`config.mk`:
```
export PLATFORM = sky130hd
export DESIGN_NAME = spiflash_writer
export DESIGN_NICKNAME = d
export VERILOG_FILES = /design/src/rtl/spiflash_writer_pkg.sv /design/src/rtl/spiflash_writer_spi_byte_engine.sv /design/src/rtl/spiflash_writer.sv
export SDC_FILE = /design/constraint.sdc
export NUM_CORES = 1
export LEC_CHECK = 0
export ABC_AREA = 0
export ABC_CLOCK_PERIOD_IN_PS = 2950
export CORE_MARGIN = 2
export CORE_UTILIZATION = 40
export CTS_CLUSTER_SIZE = 30
export DETAILED_ROUTE_END_ITERATION = 6
export DONT_BUFFER_PORTS = 1
export SLEW_MARGIN = 20
export SYNTH_ARGS = -nofsm -noshare
export SYNTH_HDL_FRONTEND = slang
export SYNTH_HIERARCHICAL = 1
export SYNTH_SLANG_ARGS = --single-unit
export TNS_END_PERCENT = 10
```
`constraint.sdc`:
```
create_clock -name clk -period 2.95 [get_ports clk]
set_input_delay 0.295 -clock clk [delete_from_list [all_inputs] [get_ports clk]]
set_output_delay 0.295 -clock clk [all_outputs]
set_load 0.02 [all_outputs]
```
`src/rtl/spiflash_writer_pkg.sv`:
```
// Shared constants and FSM encoding for the SPI flash programming master.
package spiflash_writer_pkg;

    localparam logic [7:0] CMD_WREN = 8'h06;
    localparam logic [7:0] CMD_PP   = 8'h02;
    localparam logic [7:0] CMD_SE   = 8'h20;
    localparam logic [7:0] CMD_RDSR = 8'h05;

    localparam logic [7:0] SR_WIP   = 8'h01;

    localparam logic [1:0] ERR_OK      = 2'd0;
    localparam logic [1:0] ERR_ARGS    = 2'd1;
    localparam logic [1:0] ERR_TIMEOUT = 2'd2;

    typedef enum logic [2:0] {
        ST_IDLE,
        ST_WREN,
        ST_GAP1,
        ST_CMD,
        ST_DATA,
        ST_GAP2,
        ST_POLL,
        ST_DONE
    } state_e;

endpackage

```
`src/rtl/spiflash_writer_spi_byte_engine.sv`:
```
// Mode-0 SPI byte shifter: MSB first, miso captured on each rising sck edge.
// A byte occupies 16*CLK_DIV cycles; ready pulses once sck has returned low.
module spi_byte_engine #(
    parameter int CLK_DIV = 2
) (
    input  logic       clk,
    input  logic       reset,
    input  logic       start,
    input  logic [7:0] tx,
    output logic [7:0] rx,
    output logic       busy,
    output logic       ready,
    output logic       sck,
    output logic       mosi,
    input  logic       miso
);
    localparam logic [15:0] DIV_LAST = 16'(CLK_DIV - 1);

    logic        active_q, active_d;
    logic        sck_q, sck_d;
    logic        ready_q, ready_d;
    logic [15:0] div_q, div_d;
    logic [2:0]  bit_q, bit_d;
    logic [7:0]  tx_sh_q, tx_sh_d;
    logic [7:0]  rx_sh_q, rx_sh_d;

    always_comb begin
        active_d = active_q;
        sck_d    = sck_q;
        ready_d  = 1'b0;
        div_d    = div_q;
        bit_d    = bit_q;
        tx_sh_d  = tx_sh_q;
        rx_sh_d  = rx_sh_q;
        if (!active_q) begin
            if (start) begin
                active_d = 1'b1;
                tx_sh_d  = tx;
                div_d    = '0;
                bit_d    = '0;
                sck_d    = 1'b0;
            end
        end else if (div_q == DIV_LAST) begin
            div_d = '0;
            if (!sck_q) begin
                sck_d   = 1'b1;
                rx_sh_d = {rx_sh_q[6:0], miso};
            end else begin
                // Falling edge: present the next bit; the final shift leaves mosi at 0.
                sck_d   = 1'b0;
                tx_sh_d = {tx_sh_q[6:0], 1'b0};
                if (bit_q == 3'd7) begin
                    active_d = 1'b0;
                    ready_d  = 1'b1;
                end else begin
                    bit_d = bit_q + 3'd1;
                end
            end
        end else begin
            div_d = div_q + 16'd1;
        end
    end

    always_ff @(posedge clk) begin
        if (reset) begin
            active_q <= 1'b0;
            sck_q    <= 1'b0;
            ready_q  <= 1'b0;
            div_q    <= '0;
            bit_q    <= '0;
            tx_sh_q  <= '0;
        end else begin
            active_q <= active_d;
            sck_q    <= sck_d;
            ready_q  <= ready_d;
            div_q    <= div_d;
            bit_q    <= bit_d;
            tx_sh_q  <= tx_sh_d;
        end
    end

    always_ff @(posedge clk) begin
        rx_sh_q <= rx_sh_d;
    end

    assign rx    = rx_sh_q;
    assign busy  = active_q;
    assign ready = ready_q;
    assign sck   = sck_q;
    assign mosi  = tx_sh_q[7];

endmodule

```
`src/rtl/spiflash_writer.sv`:
```
// SPI flash programming master: WREN, then page program or sector erase,
// then status polling until the write-in-progress bit clears.
module spiflash_writer
    import spiflash_writer_pkg::*;
#(
    parameter int          CLK_DIV  = 2,
    parameter int          CS_GAP   = 4,
    parameter logic [23:0] POLL_MAX = 24'd8000000
) (
    input  logic        clk,
    input  logic        reset,
    output logic        ncs,
    input  logic        miso,
    output logic        mosi,
    output logic        sck,
    input  logic        start,
    input  logic        op,
    input  logic [23:0] addr,
    input  logic [8:0]  len,
    input  logic [7:0]  din,
    input  logic        din_valid,
    output logic        din_ready,
    output logic        busy,
    output logic        done,
    output logic [1:0]  err
);
    localparam logic [15:0] GAP_LAST = 16'(CS_GAP - 1);

    state_e      state_q, state_d;
    logic        ncs_q, ncs_d;
    logic [1:0]  err_q, err_d;
    logic [1:0]  idx_q, idx_d;
    logic [8:0]  cnt_q, cnt_d;
    logic [23:0] poll_q, poll_d;
    logic [15:0] gap_q, gap_d;
    logic        op_q, op_d;
    logic [23:0] addr_q, addr_d;
    logic [8:0]  len_q, len_d;

    logic        eng_start, eng_busy, eng_ready, wip;
    logic [7:0]  eng_tx, eng_rx;
    logic        bad_args;

    spi_byte_engine #(.CLK_DIV(CLK_DIV)) u_engine (
        .clk   (clk),
        .reset (reset),
        .start (eng_start),
        .tx    (eng_tx),
        .rx    (eng_rx),
        .busy  (eng_busy),
        .ready (eng_ready),
        .sck   (sck),
        .mosi  (mosi),
        .miso  (miso)
    );

    // A program must stay inside one 256-byte page.
    assign bad_args = !op && (len == 9'd0 || len > 9'd256 ||
                              ({2'b00, addr[7:0]} + {1'b0, len}) > 10'd256);
    assign wip      = |(eng_rx & SR_WIP);

    always_comb begin
        state_d   = state_q;
        ncs_d     = ncs_q;
        err_d     = err_q;
        idx_d     = idx_q;
        cnt_d     = cnt_q;
        poll_d    = poll_q;
        gap_d     = gap_q;
        op_d      = op_q;
        addr_d    = addr_q;
        len_d     = len_q;
        eng_start = 1'b0;
        eng_tx    = 8'h00;
        din_ready = 1'b0;
        unique case (state_q)
            ST_IDLE: begin
                ncs_d = 1'b1;
                if (start) begin
                    op_d   = op;
                    addr_d = addr;
                    len_d  = len;
                    if (bad_args) begin
                        err_d   = ERR_ARGS;
                        state_d = ST_DONE;
                    end else begin
                        err_d   = ERR_OK;
                        ncs_d   = 1'b0;
                        state_d = ST_WREN;
                    end
                end
            end
            ST_WREN: begin
                if (eng_ready) begin
                    ncs_d   = 1'b1;
                    gap_d   = '0;
                    state_d = ST_GAP1;
                end else if (!eng_busy) begin
                    eng_start = 1'b1;
                    eng_tx    = CMD_WREN;
                end
            end
            ST_GAP1, ST_GAP2: begin
                if (gap_q == GAP_LAST) begin
                    ncs_d   = 1'b0;
                    idx_d   = '0;
                    poll_d  = '0;
                    state_d = (state_q == ST_GAP1) ? ST_CMD : ST_POLL;
                end else begin
                    gap_d = gap_q + 16'd1;
                end
            end
            ST_CMD: begin
                if (eng_ready) begin
                    if (idx_q == 2'd3) begin
                        cnt_d = '0;
                        gap_d = '0;
                        ncs_d = !op_q ? 1'b0 : 1'b1;
                        state_d = !op_q ? ST_DATA : ST_GAP2;
                    end else begin
                        idx_d = idx_q + 2'd1;
                    end
                end else if (!eng_busy) begin
                    eng_start = 1'b1;
                    case (idx_q)
                        2'd0:    eng_tx = op_q ? CMD_SE : CMD_PP;
                        2'd1:    eng_tx = addr_q[23:16];
                        2'd2:    eng_tx = addr_q[15:8];
                        default: eng_tx = addr_q[7:0];
                    endcase
                end
            end
            ST_DATA: begin
                // din_ready is held while the engine is idle, so a stall leaves sck flat.
                if (eng_ready && cnt_q == len_q) begin
                    ncs_d   = 1'b1;
                    gap_d   = '0;
                    state_d = ST_GAP2;
                end else if (!eng_busy && !eng_ready && cnt_q != len_q) begin
                    din_ready = 1'b1;
                    if (din_valid) begin
                        eng_start = 1'b1;
                        eng_tx    = din;
                        cnt_d     = cnt_q + 9'd1;
                    end
                end
            end
            ST_POLL: begin
                if (eng_ready) begin
                    if (idx_q == 2'd0) begin
                        idx_d = 2'd1;
                    end else if (!wip) begin
                        ncs_d   = 1'b1;
                        err_d   = ERR_OK;
                        state_d = ST_DONE;
                    end else begin
                        if (poll_q != '1) poll_d = poll_q + 24'd1;
                        if (poll_q >= POLL_MAX - 24'd1) begin
                            ncs_d   = 1'b1;
                            err_d   = ERR_TIMEOUT;
                            state_d = ST_DONE;
                        end
                    end
                end else if (!eng_busy) begin
                    eng_start = 1'b1;
                    eng_tx    = (idx_q == 2'd0) ? CMD_RDSR : 8'h00;
                end
            end
            ST_DONE: begin
                ncs_d   = 1'b1;
                state_d = ST_IDLE;
            end
        endcase
    end

    always_ff @(posedge clk) begin
        if (reset) begin
            state_q <= ST_IDLE;
            ncs_q   <= 1'b1;
            err_q   <= ERR_OK;
            idx_q   <= '0;
            cnt_q   <= '0;
            poll_q  <= '0;
            gap_q   <= '0;
        end else begin
            state_q <= state_d;
            ncs_q   <= ncs_d;
            err_q   <= err_d;
            idx_q   <= idx_d;
            cnt_q   <= cnt_d;
            poll_q  <= poll_d;
            gap_q   <= gap_d;
        end
    end

    always_ff @(posedge clk) begin
        op_q   <= op_d;
        addr_q <= addr_d;
        len_q  <= len_d;
    end

    assign ncs  = ncs_q;
    assign busy = (state_q != ST_IDLE) && (state_q != ST_DONE);
    assign done = (state_q == ST_DONE);
    assign err  = done ? err_q : ERR_OK;

endmodule
```
Word level (Yosys, flattened, before mapping)
Index checks and enable logic that the tools add are counted.

Flip-flop bits (word level): 122. Output and inout bits: 8. Word-level logic and storage cells: 202.

Magnitude comparators: 3. Reductions and logical operators: 35. Mux-type cells: 100. $add $sub $neg: 7. Equal/unequal tests: 37. Bitwise logic cells: 3.

Operators by type and width (count): two-way mux 16 bit (8); two-way mux 24 bit (5); two-way mux 8 bit (8); case mux 16 bit (4 select lines) (1); two-way mux 3 bit (20); case mux 24 bit (2 select lines) (1); two-way mux 9 bit (5); adder 16 x 1 -> 16 bit, second input constant (2); two-way mux 1 bit (32); case mux 8 bit (4 select lines) (1); inequality test 2 bit, second input constant (15); adder 24 x 1 -> 24 bit, second input constant (1); greater-or-equal comparator 24 x 23 -> 1 bit, second input constant (1); inequality test 24 bit, second input constant (1); case mux 8 bit (3 select lines) (1); AND reduction 6 bit (4); two-way mux 2 bit (11); case mux 3 bit (7 select lines) (1); case mux 9 bit (2 select lines) (1); == test 16 x 1 -> 1 bit, second input constant (1); == test 16 x 2 -> 1 bit, second input constant (1); == test 3 bit, second input constant (5); adder 8 x 9 -> 10 bit (1); > comparator 10 x 9 -> 1 bit, second input constant (1); 36 further kinds (57).

Depth between registers and ports, before layout
Depth after elaboration: 8. Gate-level depth with buffers: 12. Mapped depth without buffers: 10.

Cells and area by module
The synthesis kept the hierarchy.

Modules (own cells, without submodules): spiflash_writer (times used 1, cells an instance 553, area each 4967.3 um2); spi_byte_engine (times used 1, cells an instance 201, area each 1929.4 um2).

Least setup slack after synthesis
Ideal clock, no wire load.

Kind: reg2reg. Start: reg state_q[1]. End: reg err_q[0]. Arrival: 2.103 ns. Setup slack: 0.716 ns. Setup time: 0.130 ns. Cell stages (with the launch flop): 9. Path through: dfxtp_1 -> buf_2 -> clkbuf_1 -> nor3_1 -> and2_1 -> a21o_1 -> nand2_1 -> nand3_1 -> o21ai_0.

Cells in the longest elaborated chain, start to end: 3. Elaborated cells between the ends (all ways): 9. Classes of those cells: 5 x eq/ne; 1 x mux; 3 x reduce/logical.

Ends and longest elaborated chain: start, declared (RTL line spiflash_writer.sv:29) `state_e state_q, state_d;`; start signal, assigned (RTL line spiflash_writer.sv:186) `state_q <= state_d;`; == test 3 bit or zero test 3 bit (tied branches) (RTL line spiflash_writer.sv:76) `unique case (state_q)`; inequality test 3 bit (no source line) (tied with other cells); AND reduction 5 bit (no source line); end signal, assigned (RTL line spiflash_writer.sv:188) `err_q <= err_d;`; end, declared (RTL line spiflash_writer.sv:31) `logic [1:0] err_q, err_d;`.

Several ways; a longest one is shown, not always the timed one. A chain may end at the register's enable or synchronous reset.

Final worst setup path
Start: reg state_q[0]. End: reg cnt_q[8].

Cells in the longest elaborated chain, start to end: 3. Elaborated cells between the ends (all ways): 10. Classes of those cells: 7 x eq/ne; 1 x mux; 2 x reduce/logical.

Ends and longest elaborated chain: == test 3 bit or == test 3 x 2 -> 1 bit (tied branches) (RTL line spiflash_writer.sv:76); inequality test 2 bit (no source line) (tied with other cells); AND reduction 6 bit (no source line); end signal, assigned (RTL line spiflash_writer.sv:190) `cnt_q <= cnt_d;`; end, declared (RTL line spiflash_writer.sv:33) `logic [8:0] cnt_q, cnt_d;`.

Several ways; a longest one is shown, not always the timed one.

==> results.json <==
{
  "status": "finished clean",
  "setup-tns-final_ns": 0,
  "start_kind": "flip-flop",
  "startpoint": "state_q[0]$_SDFFE_PP0P_",
  "place_hpwl_um": 11300,
  "slew_headroom_pct": 53.1,
  "finalSetupViolations": 0,
  "power.density_nw_per_um2": 732,
  "regToRegSetupSlack_ns": 0.38,
  "cts_resized": 0,
  "routabilityCongestion": 0.872,
  "cts_buffer_depth": 2,
  "critical_path.cell_chain": "nor2b_1 -> a21oi_1 -> nor2_1 -> o21ai_1 -> or4_1 -> nand2_1",
  "portBuffers": 0,
  "dp.cells": 943,
  "grt_pass1_vias": 5491,
  "vdd_drop_max_uv": 464,
  "worst_slew_pin_slew_ns": 0.703,
  "hold_viol": 0,
  "drv_cap": 0,
  "path_depth": 6,
  "numCtsBuffers": 17,
  "critPathKind": "flip-flop to flip-flop",
  "first_pass_iters": 5,
  "drt-initial-drc-count": 418,
  "r2r_cells": 6,
  "cp_slowest_cell": "dfxtp_1",
  "synth_warnings": 6,
  "arrival_ns": 2.94,
  "vias": 5736,
  "num-fill-cells": 1561,
  "wl_um": 16200,
  "remaining_drc_errors": 0,
  "start_util_pct": 40.6,
  "synth_nets": 814,
  "fmax_ghz": 0.388,
  "cts_root_buf": "clkbuf_16",
  "leakagePower_uw": 0.00270,
  "gr-total-overflow": 0,
  "synth_area_um2": 6690,
  "worst_setup_path_end_kind": "flip-flop",
  "clock_latency_ns": 0.42,
  "cpPeakStageDelay_ns": 0.73,
  "maxSlewViolCount": 0,
  "antenna_found_initial": 0,
  "r2r_end": "cnt_q[8]$_SDFFE_PP0P_",
  "cp_max_fo": 20,
  "wl_per_cell_um": 16.0,
  "design.core.area_um2": 16500,
  "crit_path_end": "cnt_q[8]$_SDFFE_PP0P_",
  "path_buf_inv": 0,
  "cts_tree": "built",
  "holdBufCountCts": 36,
  "die_area_um2": 17800,
  "grt_max_degree": 35,
  "rsz0062_at_grt": "no",
  "vias_per_cell": 5.67,
  "post_cts_buffers": 0,
  "rows": 47,
  "hp-class": "input pin to flip-flop",
  "grt_usage_pct": 18.5,
  "clock_sinks": 122,
  "critPathRequiredTime_ns": 3.32,
  "antenna_cells": 0,
  "finalNetCount": 845,
  "die_y_um": 133,
  "finClkSkew_ns": 0.00817,
  "drive_above_1_share_pct": 8.34,
  "clk_pin_slew_ns": 0.06,
  "area_growth_pct": 16.9,
  "syn_avg_cell_area_um2": 8.95,
  "grt_pass1_wl_um": 26800,
  "die_x_um": 133,
  "synth_cells": 747,
  "layout.cells.non_filler": 1011,
  "period_needed_ns": 2.57,
  "r2r_start": "state_q[0]$_SDFFE_PP0P_",
  "drtAntennaViolNets": 0,
  "io_pins": 55,
  "htree_levels": 4,
  "crit_family": "simple AND/OR/NAND/NOR gates",
  "finalCritPeriodShare_pct": 87.3
}
-- state kept, by name, indices dropped and copies added, names as in the netlist, 2 cells and up --
signal and flops:
addr_q 24, cnt_q 9, err_q 2, gap_q 16, idx_q 2, len_q 9, poll_q 24, state_q 3
u_engine/bit_q 3, u_engine/div_q 16, u_engine/tx_sh_q 8
-- worst min path at each step --
| stage | slack [ns] | depth (start not counted) | endpoint | from |
|---|---|---|---|---|
| finish | 0.05 | 2 | state_q[0]$_SDFFE_PP0P_ | reset |
| global route | 0.04 | 2 | u_engine/tx_sh_q[5]$_SDFFE_PP0P_ | reset |
| CTS | 0.02 | 2 | state_q[0]$_SDFFE_PP0P_ | reset |
| detailed placement | 0.37 | 1 | u_engine/bit_q[2]$_SDFFE_PP0P_ | reset |
| global placement | 0.37 | 1 | u_engine/bit_q[2]$_SDFFE_PP0P_ | reset |
| floorplan | 0.39 | 0 | addr_q[0]$_DFFE_PP_ | addr[0] |
-- per-stage QoR --
step           worst slack, ns  utilization, %  power [uW]  cell area, um2  hold WS [ns]
2_1_floorplan            0.716               -        3260            6690         0.394
5_1_grt                  0.174            47.5        6020            7820        0.0414
3_3_place_gp             0.464            41.6        3530            6850         0.370
3_5_place_dp             0.420            41.6        3560            6850         0.371
6_report                 0.375            47.5        5720            7820        0.0461
4_1_cts                  0.407            47.5        5750            7820        0.0240
-- layout by cell type (no fill, tap or decap), types with 5 or more instances in the layout --
master          n
o31ai_1         6
clkbuf_16      17
a21o_1          5
o21ai_0        41
nor3_1         33
edfxtp_1       35
and2_1          9
xnor2_1        23
nor4b_1         5
o211ai_1        9
o21ai_1         5
and3_1         10
buf_4           9
nor2_1         76
xor2_1         14
mux2i_1         8
nand2_1        54
o21a_1          7
inv_6           5
nor4_1         15
o221a_1         7
inv_1          29
nand2b_1        6
nand4_1        23
nand3_1        30
or3_1          21
or4_1           6
a21oi_1        40
a22oi_1         7
a22o_1          6
nor2b_1         5
a31oi_1         5
ha_1           19
dlygate4sd3_1  36
dfxtp_1        87
-- routing by layer --
| metal | part of all wire, % | track usage [%] | vias up |
|---|---|---|---|
| li1 | - | - | 2864 |
| met1 | 46 | 23.4 | 2697 |
| met2 | 48 | 30.8 | 161 |
| met3 | 5.8 | 5.25 | 14 |
| met4 | 0.99 | 5.32 | 0 |
| met5 | 0 | 0 | - |
-- cell type report --
| cell class | instances | area, um2 | share of cell area, % |
|---|---|---|---|
| inverters | 29 | 109 | 1.39 |
| clock inverters | 15 | 179 | 2.29 |
| clock buffers | 17 | 425 | 5.44 |
| flip-flops and latches | 122 | 2790 | 35.7 |
| multi-input cells | 563 | 3610 | 46.2 |
| well taps | 220 | 275 | 3.52 |
| repair buffers | 45 | 428 | 5.47 |
-- worst register-to-register path, delay by kind of cell (launching register included) --
| kind | cells | cell delay [ns] |
|---|---|---|
| simple gates | 4 | 1.34 |
| flops | 1 | 0.73 |
| compound gates | 2 | 0.45 |
-- where the power goes --
group / total, uW / switching, uW / internal, uW
clock network: 2120 / 849 / 1280
registers: 2230 / 226 / 2000
logic: 1360 / 854 / 510
total: 5720 / 1930 / 3790
Note: power is estimated with default switching activity, not from simulation.
